**config.mk**
```make
export PLATFORM = sky130hd
export DESIGN_NAME = bus_copy_master
export DESIGN_NICKNAME = d
export VERILOG_FILES = /design/src/rtl/bus_pkg.sv /design/src/rtl/bus_copy_master.sv
export SDC_FILE = /design/constraint.sdc
export NUM_CORES = 1
export LEC_CHECK = 0
export CELL_PAD_IN_SITES_DETAIL_PLACEMENT = 1
export CELL_PAD_IN_SITES_GLOBAL_PLACEMENT = 1
export CORE_ASPECT_RATIO = 0.9
export CORE_MARGIN = 2
export CORE_UTILIZATION = 33
export CTS_CLUSTER_SIZE = 16
export DETAILED_ROUTE_END_ITERATION = 12
export GPL_TIMING_DRIVEN = 0
export PLACE_DENSITY = 0.84
export SETUP_SLACK_MARGIN = 0.5
export SYNTH_ARGS = -nofsm -noshare
export SYNTH_HDL_FRONTEND = slang
export SYNTH_SLANG_ARGS = --single-unit
```
**constraint.sdc**
```tcl
create_clock -name clk -period 2.5 [get_ports clk]
set_clock_uncertainty 0.2 [all_clocks]
set_input_delay 0.375 -clock clk [delete_from_list [all_inputs] [get_ports clk]]
set_output_delay 0.375 -clock clk [all_outputs]
set_load 0.01 [all_outputs]
```
**src/rtl/bus_pkg.sv**
```systemverilog
// Shared bus constants: widths, slave window map and the copy-master state encoding.
package bus_pkg;

   localparam int unsigned BusAw  = 16;
   localparam int unsigned BusDw  = 64;
   localparam int unsigned CopyLw = 8;

   // Slave windows decoded by the BUS interconnect; everything else routes to memory.
   localparam logic [BusAw-1:0] S0Base    = 16'h1000;
   localparam logic [BusAw-1:0] S1Base    = 16'h2000;
   localparam logic [BusAw-1:0] SWinWords = 16'h0100;

   typedef enum logic [2:0] {
      StIdle,
      StRd,
      StRdWait,
      StWr,
      StDone
   } copy_state_e;

   function automatic logic in_window(input logic [BusAw-1:0] addr,
                                      input logic [BusAw-1:0] base);
      return (addr >= base) && (addr < base + SWinWords);
   endfunction

endpackage

```
**src/rtl/bus_copy_master.sv**
```systemverilog
// Bus initiator copying LEN 64-bit words from src to dst, one read then one write per word.
// All outputs are registered; the bus is held (m_req=1) for the whole copy.
module bus_copy_master
   import bus_pkg::*;
#(
   parameter int unsigned AW = BusAw,
   parameter int unsigned DW = BusDw,
   parameter int unsigned LW = CopyLw
) (
   input  logic          clk,
   input  logic          reset,
   input  logic          start,
   input  logic [AW-1:0] src_addr,
   input  logic [AW-1:0] dst_addr,
   input  logic [LW-1:0] len,
   output logic          busy,
   output logic          done,
   output logic          m_req,
   output logic          m_wr,
   output logic [AW-1:0] m_addr,
   output logic [DW-1:0] m_dout,
   input  logic          m_grant,
   input  logic [DW-1:0] m_din
);

   copy_state_e   r_state;
   logic [AW-1:0] r_cur_src;
   logic [AW-1:0] r_cur_dst;
   logic [LW-1:0] r_remaining;
   logic          r_busy;
   logic          r_done;
   logic          r_req;
   logic          r_wr;
   logic [AW-1:0] r_addr;
   logic [DW-1:0] r_dout;

   logic [AW-1:0] w_src_next;
   logic [AW-1:0] w_dst_next;
   logic          w_last;

   // Address increments wrap modulo 2^AW by truncation.
   assign w_src_next = r_cur_src + AW'(1);
   assign w_dst_next = r_cur_dst + AW'(1);
   assign w_last     = (r_remaining == LW'(1));

   always_ff @(posedge clk) begin
      if (reset) begin
         r_state     <= StIdle;
         r_cur_src   <= '0;
         r_cur_dst   <= '0;
         r_remaining <= '0;
         r_busy      <= 1'b0;
         r_done      <= 1'b0;
         r_req       <= 1'b0;
         r_wr        <= 1'b0;
         r_addr      <= '0;
         r_dout      <= '0;
      end else begin
         unique case (r_state)
            StIdle: begin
               if (start) begin
                  r_busy <= 1'b1;
                  if (len != '0) begin
                     r_cur_src   <= src_addr;
                     r_cur_dst   <= dst_addr;
                     r_remaining <= len;
                     r_req       <= 1'b1;
                     r_wr        <= 1'b0;
                     r_addr      <= src_addr;
                     r_state     <= StRd;
                  end else begin
                     r_done  <= 1'b1;
                     r_state <= StDone;
                  end
               end
            end
            StRd: begin
               if (m_grant) begin
                  r_state <= StRdWait;
               end
            end
            StRdWait: begin
               // Read data arrives one cycle after the granted beat; m_addr stays on src.
               r_dout  <= m_din;
               r_wr    <= 1'b1;
               r_addr  <= r_cur_dst;
               r_state <= StWr;
            end
            StWr: begin
               if (m_grant) begin
                  r_cur_src   <= w_src_next;
                  r_cur_dst   <= w_dst_next;
                  r_remaining <= r_remaining - LW'(1);
                  r_wr        <= 1'b0;
                  if (w_last) begin
                     r_req   <= 1'b0;
                     r_done  <= 1'b1;
                     r_state <= StDone;
                  end else begin
                     r_addr  <= w_src_next;
                     r_state <= StRd;
                  end
               end
            end
            StDone: begin
               r_done  <= 1'b0;
               r_busy  <= 1'b0;
               r_state <= StIdle;
            end
            default: r_state <= StIdle;
         endcase
      end
   end

   assign busy   = r_busy;
   assign done   = r_done;
   assign m_req  = r_req;
   assign m_wr   = r_wr;
   assign m_addr = r_addr;
   assign m_dout = r_dout;

endmodule

```
==> impl_results.md, run 1 <==
* CTS Buf Count at 17
* Initial antenna violation count at 2
* Setup violations, final at 0
* Synth cell types at 54
* Site row count at 46
* Final antenna-violating net count at 0
* Starting DRT DRC Count at 1,034
* Final worst slack at 67.61 ps
* P&R area growth vs syn at 73.40%
* Post-synthesis compound-gate area fraction at 23.98%
* Leakage at 3.829 nW
* Post-synthesis mux area share at 0.4979%
* Nets@finish at 1,188
* Die Width at 146.5 µm
* WHS Path Cells at 5
* Min Tclk post-route at 2432 ps
* Final Max Tran Viols at 0
* Most used DFF post-synth: dfxtp_1
* TritonRoute pass-1 iters at 8
* Startpoint types: register
* Placed insts at 1,230
* Die ar. at 19,370 µm²
* Status: finished clean
* Yosys reg bits at 127
* RSZ-0062 raised after global routing: true
* DR vias at 8,471
* Worst vdd ir at 522.1 µV
* Syn Area/Cell at 7.538 µm²
* Syn_nets at 912
* Non-filler cells, final at 1,330
* Critical Path Sink Type: register
* Number of flops mapped to enable cells by yosys at 0
* Core Box Area at 17,780 µm²
* Clock Tree Root: clkbuf_16
* Final core utilization at 58.80%
* DRT Wirelength at 38,890 µm
* Post-synthesis cell count at 800
* PD cells at 688.3 nW/µm²
* Initial core utilization at 33.91%
* GRT Total Usage at 30.36%
* Post-route DRC at 0
* Clk slew on worst S/H paths at 70 ps
* Largest net degree at the start of global routing at 17
* Post-synthesis simple-gate area fraction at 26.00%
* CP Class: register to register
* Final GP Congestion at 0.9158
* Final hold vios at 0
* Largest family of logic cells by synthesized area: simple AND/OR/NAND/NOR gates
* Critical path data arrival time at 2570 ps
* H-tree depth at 4
* Pre-CTS WS at -363.5 ps
* Post-route clock period utilization at 97.30%
* Wire per inst at 29.24 µm
* Hpwl dp at 18,520 µm
* Hold-fix buffers at CTS at 0
* Remaining Overflow, GRT at 0
* Hold Crit Class: primary input to register
* Port Buf Inserts at 190
* Synth Warn # at 0
* Slew HR at 27.95%
* Clock sink count at 127
* Vias/cell at 6.369
* Vias in the first global route at 7,888
* Die height at 132.2 µm
* Worst R2R Setup Slack at 70 ps
* Critical Path RT at 2640 ps
* Share of post-route cells with drive strength above 1 at 26.54%
* Clock tree buffer depth at 2
* Worst-Margin Slew at 1081 ps
* Fraction of registers with async set/reset at 0%
* CTS tree: done
* Achievable Freq at 411.1 MHz
* Max FO, Critical Path at 5
* Adder-cell share of the synthesized area at 0.8299%
* Max-Cap Viols at 0
* Setup TNS at 0 ps
* Syn Std Cell Area at 6031 µm²
* Ports at 192
* Seq/Total Area, Yosys at 42.16%
* Synth Area in XOR/XNOR at 1.452%
* First-pass GRT wire length at 45,380 µm
* Worst-Skew Late Latency at 440 ps
* Worst Reg-to-Reg Cells at 8
timing repair:
action | CTS | global route
setup buffers | 33 | 27
cloned | 2 | 5
setup endpoints to repair | 125 | 120
pin swaps | 29 | 54
resized for setup | 138 | 197
metrics by stage:
| stage | hold slack (ps) | total power [mW] | instance area [µm²] |
|---|---|---|---|
| floorplan | 252.5 | 3.003 | 6050 |
| finish | 98.12 | 7.198 | 10460 |
| detailed placement | 248.3 | 3.645 | 8252 |
| CTS | 190.4 | 6.494 | 9518 |
| global route | 100.4 | 7.331 | 10460 |
| global placement | 240.3 | 3.617 | 8252 |
power by group:
group / switching (mW) / internal (mW) / total, mW
registers: 0.219 / 2.20 / 2.42
logic: 1.12 / 0.952 / 2.07
clock network: 1.12 / 1.59 / 2.71
total: 2.45 / 4.75 / 7.20
registers in the layout, indices dropped and copies added, names as in the netlist, 3 cells and up:
name,count
r_state,3
r_cur_src,16
r_cur_dst,16
m_dout,64
r_remaining,8
m_addr,16
logic make-up after synthesis:
group / count (synthesis)
and+or+nand+nor: 347
AOI/OAI and AO/OA: 234
DFF: 127
buffers and inverters: 75
xor gates and xnor gates: 10
adders and majority gates: 4
muxes: 3
worst paths after layout:
check,startpoint,endpoint
hold reg to reg,m_dout[41],m_dout[41]
setup reg to reg,r_state[2],m_addr[12]
hold / removal,len[4],r_remaining[4]
setup / recovery,r_state[2],m_addr[12]
routing by layer:
layer	part of all wire [%]	up-vias	track usage, %	wire (µm)
met5	0.049	-	0	19
met2	45	748	48.85	17410
li1	-	3369	-	-
met4	7.9	2	18.02	3063
met3	11	285	7.889	4100
met1	37	4067	36.63	14300
cells in the mapped netlist, drive strengths merged (2+ instances only):
master / count / share of area (%)
mux2i: 3 / 0.50
a311oi: 10 / 1.6
o21ai: 30 / 2.5
ha: 4 / 0.83
a21o: 5 / 0.62
a31o: 3 / 0.44
nor4: 9 / 1.5
xor2: 4 / 0.58
dfxtp: 127 / 42
a211o: 7 / 1.0
a21oi: 123 / 10
or2: 3 / 0.31
nor3: 21 / 2.0
nor2b: 2 / 0.21
inv: 10 / 0.62
a31oi: 5 / 0.52
nand4: 9 / 1.2
a22o: 7 / 1.0
nor3b: 7 / 0.87
o31a: 4 / 0.58
o221a: 2 / 0.37
or4: 3 / 0.37
and4: 2 / 0.29
nor2: 63 / 3.9
and2: 2 / 0.21
xnor2: 6 / 0.87
nand3: 13 / 1.2
nand2b: 4 / 0.41
or3: 3 / 0.31
nand2: 200 / 12
clkbuf: 44 / 2.7
buf: 21 / 1.7
and3: 4 / 0.41
o21a: 2 / 0.25
a41oi: 2 / 0.29
o32ai: 13 / 1.9
a211oi: 17 / 2.1
critical path: stages, from the launching register on:
cell and delay [ps]:
dfxtp_4 370, buf_8 140, nand3b_1 350, a2111o_1 550, nand3_4 210, buf_12 120, buf_8 110, nor2_1 60
a211oi_1 210
placed cells by master, fill, tap and decap left out, types with 6 or more instances in the layout:
cell / count
clkbuf_1: 18
nor2_1: 50
clkdlybuf4s50_1: 180
o21ai_1: 12
a22o_1: 7
a211o_1: 7
nor3_2: 6
nor2_4: 6
a211oi_2: 10
a21oi_1: 99
buf_2: 8
nand4_1: 8
dfxtp_2: 13
clkbuf_4: 10
dfxtp_1: 110
inv_1: 9
a311oi_1: 6
nor3_1: 8
o21ai_0: 8
clkbuf_2: 13
nor3_4: 7
nor2_2: 7
nand3_1: 9
a211oi_1: 6
nand2_1: 196
o32ai_2: 10
buf_8: 10
buf_4: 52
clkbuf_16: 19
buf_12: 7
buf_6: 19
o21ai_2: 8
a21oi_2: 19
cell type report:
cell class                 count  area, µm²
tap                          240      300.3
fill                        2058       7327
multi-input combinational    598       3885
antenna                        1      2.502
clock buffer                  18      429.2
inverter                      10      37.54
sequential                   127       2574
clock inverter                14      183.9
buffer                        65      509.2
timing repair buffer         257       2536
(Power assumes the default switching activity.)
==> run 2: changes to the inputs <==
--- a/config.mk
+++ b/config.mk
@@ -15,6 +15,7 @@
 export GPL_TIMING_DRIVEN = 0
 export PLACE_DENSITY = 0.84
 export SETUP_SLACK_MARGIN = 0.5
+export SLEW_MARGIN = 20
 export SYNTH_ARGS = -nofsm -noshare
 export SYNTH_HDL_FRONTEND = slang
 export SYNTH_SLANG_ARGS = --single-unit
==> results of run 2 <==
Final layout, timing and power as in run 1 (identical DEF).
